File: config.mk
export PLATFORM = sky130hd
export DESIGN_NAME = mem_resp_unit
export DESIGN_NICKNAME = d
export VERILOG_FILES = /design/src/rtl/rv32i_types.sv /design/src/rtl/load_align.sv /design/src/rtl/mem_resp_unit.sv
export SDC_FILE = /design/constraint.sdc
export NUM_CORES = 1
export LEC_CHECK = 0
export CORE_MARGIN = 3
export CORE_UTILIZATION = 51
export CTS_BUF_LIST = sky130_fd_sc_hd__clkbuf_8
export DETAILED_ROUTE_END_ITERATION = 8
export PLACE_DENSITY_LB_ADDON = 0.3
export SLEW_MARGIN = 10
export SYNTH_ARGS = -nofsm -noshare
export SYNTH_HDL_FRONTEND = slang
export SYNTH_SLANG_ARGS = --single-unit
File: constraint.sdc
create_clock -name clk -period 6.5 [get_ports clk]
set_input_delay 0.975 -clock clk [delete_from_list [all_inputs] [get_ports clk]]
set_output_delay 0.975 -clock clk [all_outputs]
set_load 0.02 [all_outputs]
File: src/rtl/rv32i_types.sv
// Load/store micro-op types shared between decode and the memory path,
// plus the byte-lane helpers both sides need.
package rv32i_types;

   typedef enum logic [1:0] {
      MEM_LD = 2'd0,
      MEM_ST = 2'd1,
      MEM_NM = 2'd2
   } mem_fn_t;

   typedef enum logic [1:0] {
      SZ_B = 2'd0,
      SZ_H = 2'd1,
      SZ_W = 2'd2
   } mem_size_t;

   typedef enum logic {
      EXT_S = 1'b0,
      EXT_Z = 1'b1
   } load_ext_t;

   function automatic logic [3:0] byte_enables(mem_size_t sz, logic [1:0] off);
      case (sz)
         SZ_B:    return 4'b0001 << off;
         SZ_H:    return off[1] ? 4'b1100 : 4'b0011;
         default: return 4'b1111;
      endcase
   endfunction

   function automatic logic is_misaligned(mem_size_t sz, logic [1:0] off);
      case (sz)
         SZ_H:    return off[0];
         SZ_W:    return off != 2'b00;
         default: return 1'b0;
      endcase
   endfunction

endpackage

File: src/rtl/load_align.sv
// Lines a returned cache word up to its byte offset and sign/zero extends
// it to the load size. Purely combinational so forwarding logic can reuse it.
module load_align
   import rv32i_types::*;
(
   input  logic [31:0] rdata,
   input  logic [1:0]  offset,
   input  mem_size_t   size,
   input  load_ext_t   ext,
   output logic [31:0] result
);

   logic [31:0] shifted;

   always_comb begin
      shifted = rdata >> {offset, 3'b000};
      case (size)
         SZ_B:    result = (ext == EXT_S) ? {{24{shifted[7]}}, shifted[7:0]}
                                          : {24'h0, shifted[7:0]};
         SZ_H:    result = (ext == EXT_S) ? {{16{shifted[15]}}, shifted[15:0]}
                                          : {16'h0, shifted[15:0]};
         default: result = shifted;
      endcase
   end

endmodule

File: src/rtl/mem_resp_unit.sv
// Single-outstanding data-memory access unit: issues the word-aligned cache
// request, waits for the response and hands the aligned result to writeback.
module mem_resp_unit
   import rv32i_types::*;
#(
   parameter int TAG_W = 6
)(
   input  logic             clk,
   input  logic             rst_n,
   input  logic             req_valid,
   output logic             req_ready,
   input  mem_fn_t          req_fn,
   input  mem_size_t        req_sz,
   input  load_ext_t        req_ext,
   input  logic [31:0]      req_addr,
   input  logic [31:0]      req_wdata,
   input  logic [TAG_W-1:0] req_tag,
   input  logic             flush,
   output logic             dmem_read,
   output logic             dmem_write,
   output logic [31:0]      dmem_addr,
   output logic [3:0]       dmem_mbe,
   output logic [31:0]      dmem_wdata,
   input  logic [31:0]      dmem_rdata,
   input  logic             dmem_resp,
   output logic             wb_valid,
   input  logic             wb_ready,
   output logic [TAG_W-1:0] wb_tag,
   output logic [31:0]      wb_data,
   output logic             wb_misalign
);

   typedef enum logic [1:0] {
      S_IDLE,
      S_ACCESS,
      S_DRAIN,
      S_DONE
   } state_t;

   state_t           state;
   logic [1:0]       off_q;
   mem_size_t        sz_q;
   load_ext_t        ext_q;
   logic [TAG_W-1:0] tag_q;
   logic [31:0]      load_result;

   load_align u_load_align (
      .rdata  (dmem_rdata),
      .offset (off_q),
      .size   (sz_q),
      .ext    (ext_q),
      .result (load_result)
   );

   assign req_ready = (state == S_IDLE);

   // The cache strobe and its address/lanes are only cleared on a response,
   // so a flushed access drains instead of withdrawing mid-transaction.
   always_ff @(posedge clk or negedge rst_n) begin
      if (!rst_n) begin
         state       <= S_IDLE;
         off_q       <= 2'b00;
         sz_q        <= SZ_B;
         ext_q       <= EXT_S;
         tag_q       <= '0;
         dmem_read   <= 1'b0;
         dmem_write  <= 1'b0;
         dmem_addr   <= 32'h0;
         dmem_mbe    <= 4'h0;
         dmem_wdata  <= 32'h0;
         wb_valid    <= 1'b0;
         wb_tag      <= '0;
         wb_data     <= 32'h0;
         wb_misalign <= 1'b0;
      end else begin
         case (state)
            S_IDLE: begin
               if (req_valid && !flush) begin
                  off_q <= req_addr[1:0];
                  sz_q  <= req_sz;
                  ext_q <= req_ext;
                  tag_q <= req_tag;
                  if (req_fn == MEM_NM || is_misaligned(req_sz, req_addr[1:0])) begin
                     state       <= S_DONE;
                     wb_valid    <= 1'b1;
                     wb_tag      <= req_tag;
                     wb_data     <= 32'h0;
                     wb_misalign <= (req_fn != MEM_NM);
                  end else begin
                     state      <= S_ACCESS;
                     dmem_read  <= (req_fn == MEM_LD);
                     dmem_write <= (req_fn == MEM_ST);
                     dmem_addr  <= {req_addr[31:2], 2'b00};
                     dmem_mbe   <= byte_enables(req_sz, req_addr[1:0]);
                     dmem_wdata <= (req_fn == MEM_ST) ? (req_wdata << {req_addr[1:0], 3'b000})
                                                      : 32'h0;
                  end
               end
            end
            S_ACCESS: begin
               if (dmem_resp) begin
                  dmem_read  <= 1'b0;
                  dmem_write <= 1'b0;
                  dmem_addr  <= 32'h0;
                  dmem_mbe   <= 4'h0;
                  dmem_wdata <= 32'h0;
                  if (flush) begin
                     state <= S_IDLE;
                  end else begin
                     state       <= S_DONE;
                     wb_valid    <= 1'b1;
                     wb_tag      <= tag_q;
                     wb_data     <= dmem_read ? load_result : 32'h0;
                     wb_misalign <= 1'b0;
                  end
               end else if (flush) begin
                  state <= S_DRAIN;
               end
            end
            S_DRAIN: begin
               if (dmem_resp) begin
                  state      <= S_IDLE;
                  dmem_read  <= 1'b0;
                  dmem_write <= 1'b0;
                  dmem_addr  <= 32'h0;
                  dmem_mbe   <= 4'h0;
                  dmem_wdata <= 32'h0;
               end
            end
            S_DONE: begin
               if (flush || wb_ready) begin
                  state       <= S_IDLE;
                  wb_valid    <= 1'b0;
                  wb_tag      <= '0;
                  wb_data     <= 32'h0;
                  wb_misalign <= 1'b0;
               end
            end
            default: state <= S_IDLE;
         endcase
      end
   end

endmodule

==> results of run 1 <==
## through the flow
step                      setup WS (ps)  hold WS (ps)
after floorplan                    3890           480
after global placement             2190           459
after detailed placement           2100           473
after CTS                          2590           489
after global routing               2340           515
final                              2480           482
## per-layer routing
metal | share of wire | track usage | up-vias | wire length (um)
li1 | - | - | 2471 | -
met1 | 0.40 | 0.323 | 2664 | 7230
met2 | 0.49 | 0.417 | 227 | 8720
met3 | 0.083 | 0.0918 | 36 | 1480
met4 | 0.024 | 0.0989 | 0 | 420
met5 | 0 | 0 | - | 0
## final cells by class
type | count | area, um^2
clock inverter | 7 | 30.0
timing repair buffer | 227 | 2250
clock buffer | 23 | 317
inverter | 9 | 33.8
multi-input combinational | 382 | 3110
tap | 168 | 210
fill | 837 | 3180
sequential | 121 | 3030
## worst max-delay path by stage
stage | startpoint | end | slack [ps] | depth (start not counted)
2_1_floorplan | req_sz[0] | dmem_addr[10] | 3890 | 7
3_3_place_gp | req_addr[1] | wb_data[6] | 2190 | 6
3_5_place_dp | req_addr[1] | wb_data[4] | 2100 | 6
4_1_cts | req_addr[1] | wb_data[4] | 2590 | 6
5_1_grt | req_addr[1] | wb_data[5] | 2340 | 6
6_report | req_addr[1] | wb_data[3] | 2480 | 6
## logic make-up after synthesis
logic type,after synthesis,share of synthesized area
compound gates,167,0.205
buf+inv,61,0.0440
simple gates,102,0.0854
mux,102,0.174
fa+ha+maj,9,0.0176
flops,121,0.473
other cells,1,0.000586
## power by group through the flow
stage	Sequential, W	Clock (W)	Combinational [W]
2_1_floorplan	0.00123	0	0.00107
3_3_place_gp	0.00109	0	0.00174
3_5_place_dp	0.00110	0	0.00180
4_1_cts	0.00109	0.000600	0.00180
5_1_grt	0.00111	0.000641	0.00193
6_report	0.00109	0.000588	0.00180
## layout by cell type, fill, tap and decap left out, types with 8 or more instances in the layout
cell type / synthesis / routed
clkbuf_8: 0 / 23
clkdlybuf4s50_1: 0 / 220
ha_1: 9 / 9
a211oi_1: 14 / 14
a32o_1: 8 / 8
a22o_1: 29 / 29
a21oi_1: 15 / 15
o41ai_2: 8 / 8
o2bb2ai_1: 17 / 17
mux2i_1: 35 / 35
a21boi_0: 8 / 8
o31ai_1: 26 / 26
inv_1: 9 / 15
dfrtp_1: 121 / 121
nor2b_1: 42 / 42
mux2_2: 66 / 66
nand2_1: 33 / 33
o21ai_0: 32 / 32
## state kept, by name (all words and copies together), names as in the netlist
name,flops
ext_q,1
dmem_mbe,4
dmem_write,1
tag_q,6
wb_misalign,1
dmem_addr,30
off_q,2
wb_data,32
sz_q,2
state,2
dmem_read,1
wb_tag,6
dmem_wdata,32
wb_valid,1
## synthesized netlist by cell type, types with 2 or more instances
cell type / instances
a211oi_1: 14
a21boi_0: 8
a21o_1: 3
a21oi_1: 15
a22o_1: 29
a32o_1: 8
buf_1: 5
buf_2: 12
buf_4: 6
buf_6: 2
clkbuf_1: 27
dfrtp_1: 121
ha_1: 9
inv_1: 9
mux2_2: 66
mux2i_1: 35
nand2_1: 33
nand2b_1: 3
nand3_1: 2
nor2_1: 8
nor2b_1: 42
nor3_1: 2
nor4b_1: 2
o21ai_0: 32
o2bb2ai_1: 17
o31ai_1: 26
o41ai_2: 8
or2_2: 2
==> results.ini, run 1 <==
[drt]
antenna_left = 0
route.detailed.drc = 0
via_per_inst = 5.76
wl_um = 17900
drt_pass1_iterations = 5
wl_per_cell_um = 19.1
num_vias = 5398
drt_iter0_drc = 523

[logic_synthesis]
synth-edff-count = 0
ys_seq_elements = 121
synth_cell_types = 45
synth_cells = 563
synth_area_um2 = 6400
async_reset_ff_frac = 1.00
synthFlopType = dfrtp_1
yosysSeqAreaShare = 0.473
synth_top_area_share = 0.473
synthTopCellsByArea = dfrtp_1 47%, mux2_2 12%, mux2i_1 5.5%, nor2b_1 4.1%, a22o_1 4.0%
synth-warning-count = 0
postSynthAreaPerCell_um2 = 11.4
synth_top_area_cell = dfrtp_1

[min_path]
min_from = dmem_write
hold_depth = 1
holdPathEnd = dmem_write
hold_class = flip-flop to flip-flop

[floorplan]
die_h_um = 118
initial_core_util = 0.526
core.rowCount = 40
core_region_area_um2 = 12200
die_width_um = 118
dieArea_um2 = 13900
ios = 224

[clock_tree]
clock_path_buffers = 2
cts_hold_buf = 0
clkTransAtPathRegs_ps = 70
clock_latency_ps = 430
ctsResizeCount = 0
htree_levels = 4
numCtsBuffers = 17
postCtsSetupBuffers = 0
cts_tree = built
cts_root_buf = clkbuf_8
cts.sinks = 121

[worst_setup_path]
worstPathArrival_ps = 4340
slowest_stage = clkdlybuf4s50_1
rr_worst_depth = 6
r2r_start = state[1]
setup.worst_path.class = input port to flip-flop
cpLargestDelayFamily = buffers and inverters
crit_path_start_kind = input port
slowest_delay_ps = 940
cp-end-kind = flip-flop
worstReg2RegEnd = dmem_addr[17]
worstPathMaxFanout = 37
path_cells = clkdlybuf4s50_1 -> o211ai_1 -> and4_1 -> or3_1 -> buf_4 -> mux2_2
cp.required_ps = 6820
crit_buf_inv = 2
r2r_slack_ps = 2750

[power_and_ir_drop]
power.density_nw_per_um2 = 387
p_sw_frac = 0.408
p_switching_w = 0.00142
p_int_w = 0.00206
p_seq_frac = 0.314
pwr-share-clk = 0.169
pwr-share-comb = 0.517
p_total_w = 0.00348
p_leak_nw = 3.87
peakVddDrop_v = 0.000262

[timing]
fmax_mhz = 249
finalCritPeriodShare = 0.619
max-slew-margin-rel = 0.191
fin_skew_ps = 8.36
finalHoldViolations = 0
tns_ps = 0
rsz0062_at_grt = false
worst_pin_slew_ps = 1210
slew_viol_final = 0
setup_viol_count_final = 0
finalCriticalPeriod_ps = 4020

[outcome]
status = completed

[place]
numPortBuffers = 221
dpl.cell_count = 907
gp_congestion = 0.846
placed_cell_area_um2 = 8630
hpwlAfterDp_um = 12900

[cells_and_area]
syn2layout_area_growth_pct = 40.4
stdcell_area_um2 = 8980
diodes = 0
finalCoreUtilization = 0.739
final_layout_size_suffix_gt1_frac = 0.148
final_cells = 937
final_net_count = 880

[global_routing]
grt_remaining_overflow = 0
grt_max_degree = 72
grt_pass1_vias = 5670
grt_pass1_wl_um = 28900
antenna_found_initial = 0
grt_usage = 0.259

[flow_run]
drv_cap = 0

(Power assumes the default switching activity.)
==> inputs of run 2 (changes only) <==
--- a/config.mk
+++ b/config.mk
@@ -6,7 +6,7 @@
 export NUM_CORES = 1
 export LEC_CHECK = 0
 export CORE_MARGIN = 3
-export CORE_UTILIZATION = 51
+export CORE_UTILIZATION = 42
 export CTS_BUF_LIST = sky130_fd_sc_hd__clkbuf_8
 export DETAILED_ROUTE_END_ITERATION = 8
 export PLACE_DENSITY_LB_ADDON = 0.3
==> constraint.sdc (replaced) <==
create_clock -name clk -period 3.65 [get_ports clk]
set_input_delay 0.5475 -clock clk [delete_from_list [all_inputs] [get_ports clk]]
set_output_delay 0.5475 -clock clk [all_outputs]
set_load 0.02 [all_outputs]
==> run 2 against run 1 <==
Combinational power increased by 79%. Sequential share of layout area decreased by 0.81 points. Global-route usage decreased by 3.4 points. First-iteration DRC count decreased by 36%. Flip-flop and latch count unchanged. Non-clock buffer count increased by 11. Core utilization decreased by 11 points. Clock skew increased by 1.6 ps. Power increased by 90%. Setup slack got worse by 1500 ps. Register-to-register slack got worse by 1600 ps. Largest cell class unchanged. Largest power group unchanged.
==> results.ini, run 2 (synthesized netlist as in run 1, its figures left out) <==
[power_and_ir_drop]
p_switching_w = 0.00259  ; +83%
p_leak_nw = 3.96  ; +2.3%
p_seq_frac = 0.298  ; -0.016
power.density_nw_per_um2 = 716  ; +85%
pwr-share-comb = 0.490  ; -0.027
peakVddDrop_v = 0.000371  ; +41%
p_sw_frac = 0.393  ; -0.0151
p_int_w = 0.00400  ; +94%
pwr-share-clk = 0.212  ; +0.043

[cells_and_area]
stdcell_area_um2 = 9210  ; +2.5%
final_layout_size_suffix_gt1_frac = 0.165  ; +0.0167
reg.largest.list = dmem_wdata x32, wb_data x32, dmem_addr x30
fill_cells = 1151  ; +38%
final_cells = 966  ; +3.1%
final_common_cell = clkdlybuf4s50_1
diodes = 0  ; unchanged
mostFrequentLayoutCells = 220 x clkdlybuf4s50_1, 121 x dfrtp_1, 66 x mux2_2, 42 x nor2b_1, 35 x mux2i_1
final_net_count = 891  ; +1.3%
syn2layout_area_growth_pct = 43.8

[drt]
wl_met3_um = 1820  ; +23%
antenna_left = 0  ; unchanged
drt_pass1_iterations = 4  ; -1
drt_iter0_drc = 334  ; -36%
wl_per_cell_um = 19.2  ; +1.0%
wl_met1_um = 7840  ; +8.5%
via_per_inst = 5.57  ; -3.3%
dr_wl_met2_um = 8640  ; -0.92%
top_layer = met4
num_vias = 5382  ; -0.30%
wl_um = 18600  ; +4.2%
route.detailed.drc = 0  ; unchanged

[worst_setup_path]
crit_path_start_kind = input port
worstPathArrival_ps = 2980  ; -1360 ps
rr_worst_depth = 6  ; unchanged
setup.worst_path.class = input port to flip-flop
cp-end-kind = flip-flop
slowest_delay_ps = 520  ; -420 ps
path_cells = clkdlybuf4s50_1 -> inv_1 -> ha_1 -> o211ai_1 -> and4_1 -> or3_1 -> buf_12 -> o41ai_2
cp.required_ps = 3990  ; -2830 ps
worstPathMaxFanout = 32  ; -14%
slowest_stage = or3_1

[timing]
finalCritPeriodShare = 0.725
fin_skew_ps = 9.97  ; +1.62 ps
max-slew-margin-rel = 0.205  ; +0.0142
setup_ws_ps = 1000  ; -1480 ps
finalCriticalPeriod_ps = 2650
tns_ps = 0  ; unchanged
slew_viol_final = 0  ; unchanged
fmax_mhz = 378
worst_pin_slew_ps = 1190  ; -21.4 ps
rsz0062_at_grt = false
setup_viol_count_final = 0  ; unchanged
finalHoldViolations = 0  ; unchanged

[floorplan]
core.rowCount = 44  ; +10%
die_h_um = 129  ; +9.7%
ios = 224  ; unchanged
core_region_area_um2 = 14700  ; +21%
die_width_um = 129  ; +9.7%
initial_core_util = 0.435  ; -0.0909
dieArea_um2 = 16800  ; +20%

[global_routing]
grt_pass1_vias = 5721  ; +0.90%
antenna_found_initial = 0  ; unchanged
grt_usage = 0.225  ; -0.0339
grt_pass1_wl_um = 29500  ; +1.8%
grt_remaining_overflow = 0  ; unchanged
grt_max_degree = 65  ; -9.7%

[clock_tree]
cts.sinks = 121  ; unchanged
numCtsBuffers = 17  ; unchanged
cts_root_buf = clkbuf_8
clock_latency_ps = 450  ; +20 ps
cts_tree = built
ctsResizeCount = 0  ; unchanged
clock_path_buffers = 2  ; unchanged
postCtsSetupBuffers = 0  ; unchanged
htree_levels = 4  ; unchanged
cts_hold_buf = 0  ; unchanged
clkTransAtPathRegs_ps = 70  ; about the same

[min_path]
hold_class = input port to asynchronous set/reset pin

[flow_run]
drv_cap = 0  ; unchanged

[outcome]
status = completed

[place]
gp_congestion = 0.831  ; -1.8%
hpwlAfterDp_um = 13400  ; +4.3%
placed_cell_area_um2 = 8740  ; +1.3%
numPortBuffers = 221  ; unchanged
dpl.cell_count = 934  ; +3.0%
place_ws_ps = 580  ; -1520 ps

run 2: changes by cell type in the layout (fill, tap and decap cells not counted), moves of 2 or more:
cell / change
buf_4: +10
bufinv_16: +5
inv_1: -5
clkbuf_8: -4
clkinv_2: +3
clkinvlp_4: +2
run 2: stage by stage:
stage	util	total power [W]	hold slack, ps
global placement	0.595	0.00513	457
finish	0.626	0.00659	183
floorplan	-	0.00409	252
CTS	0.626	0.00664	195
detailed placement	0.595	0.00521	466
global route	0.626	0.00698	216
run 2: final timing paths:
kind,endpoint,startpoint,slack (ps)
worst max-delay path,wb_data[26],req_sz[1],1000
worst min-delay path,wb_data[18],rst_n,180
worst max register to register,wb_data[2],state[1],1110
worst min register to register,dmem_write,dmem_write,480
max in group asynchronous,tag_q[5],rst_n,2610
min in group clk,dmem_write,dmem_write,480
run 2: power groups by stage:
stage | sequential (W) | combinational [W] | clock (W)
global placement | 0.00197 | 0.00316 | 0
detailed placement | 0.00198 | 0.00323 | 0
CTS | 0.00197 | 0.00325 | 0.00143
finish | 0.00196 | 0.00323 | 0.00140
global route | 0.00202 | 0.00348 | 0.00148
floorplan | 0.00219 | 0.00190 | 0
run 2: cell type report:
class | instances | area, um^2 | area share
multi-input combinational | 382 | 3100 | 0.337
sequential | 121 | 3030 | 0.329
timing repair buffer | 238 | 2350 | 0.255
clock buffer | 19 | 262 | 0.0284
tap | 184 | 230 | 0.0250
clock inverter | 13 | 200 | 0.0217
inverter | 9 | 33.8 | 0.00367
run 2: layer usage:
layer  vias up  track usage
li1       2494            -
met1      2647        0.284
met2       213        0.356
met3        28       0.0886
met4         0       0.0789
met5         -            0
run 2: worst max-delay path, delay by kind of cell:
family          cells  cell delay (ps)
compound gates      2              530
fa+ha+maj           1              290
buf+inv             3              850
simple gates        2              750
==> inputs of run 3 (changes only) <==
==> constraint.sdc (replaced) <==
create_clock -name clk -period 2.25 [get_ports clk]
set_input_delay 0.3375 -clock clk [delete_from_list [all_inputs] [get_ports clk]]
set_output_delay 0.3375 -clock clk [all_outputs]
set_load 0.02 [all_outputs]
==> run 3 against run 2 <==
Setup slack worse by 920 ps. Final cell count increased by 2.9%. Flip-flop and latch count is the same. Routed wire length up 2.4%. Sequential power is 59% higher. Via count is 2.7% higher. Count of clock-buffer cells in the layout is 3 higher. Register-to-register slack worse by 1000 ps. Largest cell class unchanged. Largest power group unchanged. Highest routed layer unchanged.
==> results.ini, run 3 (synthesized netlist as in run 1, its figures left out) <==
[cells_and_area]
diodes = 0  ; unchanged
final_cells = 994  ; +2.9%
reg.largest.list = dmem_wdata x32, wb_data x32, dmem_addr x30
finalCoreUtilization = 0.645  ; +0.0182
final_net_count = 922  ; +3.5%
final_layout_size_suffix_gt1_frac = 0.193  ; +0.0276
mostFrequentLayoutCells = 219 x clkdlybuf4s50_1, 121 x dfrtp_1, 66 x mux2_2, 42 x nor2b_1, 36 x buf_4
syn2layout_area_growth_pct = 48.0
final_common_cell = clkdlybuf4s50_1

[worst_setup_path]
cp-end-kind = flip-flop
crit_start = req_sz[1]
rr_worst_depth = 8  ; +2
worstPathArrival_ps = 2520  ; -460 ps
crit_path_start_kind = input port
cp.required_ps = 2600  ; -1390 ps
worstPathMaxFanout = 30  ; -6.3%
crit_buf_inv = 3  ; unchanged
slowest_stage = clkdlybuf4s50_1
slowest_delay_ps = 510  ; about the same
critical_path.endpoint = wb_data[30]
cpLargestDelayFamily = buffers and inverters
r2r_slack_ps = 100  ; -1010 ps
cp.depth = 8  ; unchanged
worstReg2RegEnd = dmem_addr[26]
r2r_start = state[1]
setup.worst_path.class = input port to flip-flop
path_cells = clkdlybuf4s50_1 -> inv_1 -> ha_1 -> nand3_1 -> and4_1 -> or3_1 -> buf_12 -> o41ai_2

[timing]
setup_ws_ps = 84.8  ; -917 ps
finalHoldViolations = 0  ; unchanged
setup_viol_count_final = 0  ; unchanged
finalCritPeriodShare = 0.962
finalCriticalPeriod_ps = 2170
slew_viol_final = 0  ; unchanged
max-slew-margin-rel = 0.484  ; +0.278
worst_pin_slew_ps = 772  ; -420 ps
fin_skew_ps = 5.49  ; -4.48 ps
rsz0062_at_grt = false
fmax_mhz = 462

[clock_tree]
htree_levels = 4  ; unchanged
numCtsBuffers = 17  ; unchanged
clock_path_buffers = 2  ; unchanged
cts.sinks = 121  ; unchanged
cts_tree = built
clkTransAtPathRegs_ps = 70  ; about the same
clock_latency_ps = 450  ; about the same
cts_root_buf = clkbuf_8

[flow_run]
drv_cap = 0  ; unchanged

[global_routing]
grt_pass1_wl_um = 29300  ; -0.40%
grt_pass1_vias = 5576  ; -2.5%
grt_max_degree = 48  ; -26%
grt_usage = 0.225  ; -0.000355
grt_remaining_overflow = 0  ; unchanged
antenna_found_initial = 0  ; unchanged

[floorplan]
initial_core_util = 0.435  ; unchanged
ios = 224  ; unchanged
dieArea_um2 = 16800  ; unchanged
die_width_um = 129  ; unchanged
core_region_area_um2 = 14700  ; unchanged
core.rowCount = 44  ; unchanged
die_h_um = 129  ; unchanged

[place]
dpl.cell_count = 958  ; +2.6%
hpwlAfterDp_um = 13700  ; +2.0%
place_ws_ps = -355  ; -935 ps
numPortBuffers = 221  ; unchanged
gp_congestion = 0.827  ; -0.40%

[drt]
route.detailed.drc = 0  ; unchanged
wl_um = 19000  ; +2.4%
via_per_inst = 5.56  ; -0.22%
drt_pass1_iterations = 4  ; unchanged
wl_per_cell_um = 19.1  ; -0.53%
drt_iter0_drc = 328  ; -1.8%
num_vias = 5526  ; +2.7%
antenna_left = 0  ; unchanged

[outcome]
status = completed

[power_and_ir_drop]
p_leak_nw = 4.13  ; +4.2%
peakVddDrop_v = 0.000708  ; +91%
power.density_nw_per_um2 = 1140  ; +60%

[min_path]
hold_class = input port to asynchronous set/reset pin

==> run 3: worst min-delay path by stage <==
stage                    end  slack [ps]  depth (start not counted)
6_report         wb_data[30]         430                          2
3_5_place_dp     wb_data[18]         360                          1
3_3_place_gp     wb_data[18]         350                          1
4_1_cts          wb_data[18]         440                          2
5_1_grt          wb_data[29]         450                          2
2_1_floorplan  dmem_addr[10]          40                          0
==> run 3: layout make-up <==
| type | instances | area (um^2) |
|---|---|---|
| fill | 1133 | 5230 |
| multi-input combinational | 382 | 3120 |
| sequential | 121 | 3030 |
| timing repair buffer | 269 | 2730 |
| clock buffer | 22 | 303 |
| tap | 184 | 230 |
| inverter | 9 | 33.8 |
| clock inverter | 7 | 30.0 |
==> run 3: what timing repair did <==
| item | CTS | global route |
|---|---|---|
| setup buffers | 0 | 4 |
| gates cloned | 0 | 2 |
| pin swaps | 0 | 2 |
| gates resized for setup | 2 | 5 |
| hold buffers | 1 | 0 |
| endpoints found under the hold margin | 39 | 0 |
| setup endpoints to repair | 35 | 51 |
==> run 3: per-stage QoR <==
stage / area [um^2] / hold WS (ps) / power [W] / setup TNS (ps)
2_1_floorplan: 6400 / 41.9 / 0.00663 / 0
3_3_place_gp: 9020 / 355 / 0.00871 / -20700
3_5_place_dp: 9020 / 360 / 0.00887 / -27790
4_1_cts: 9370 / 435 / 0.0106 / 0
5_1_grt: 9470 / 448 / 0.0115 / 0
6_report: 9470 / 427 / 0.0108 / 0
==> run 3: per-layer routing <==
layer | GRT usage | up-vias | wire length (um)
met5 | 0 | - | 0
met4 | 0.0630 | 0 | 315
met3 | 0.0981 | 27 | 1830
met2 | 0.348 | 238 | 8780
met1 | 0.290 | 2697 | 8110
li1 | - | 2564 | -
==> run 3: power by group <==
part,switching [W],internal (W),leakage [nW]
Clock,0.000829,0.000867,0.191
Sequential,0.000376,0.00274,1.61
Combinational,0.00308,0.00294,2.33
Total,0.00429,0.00654,4.13
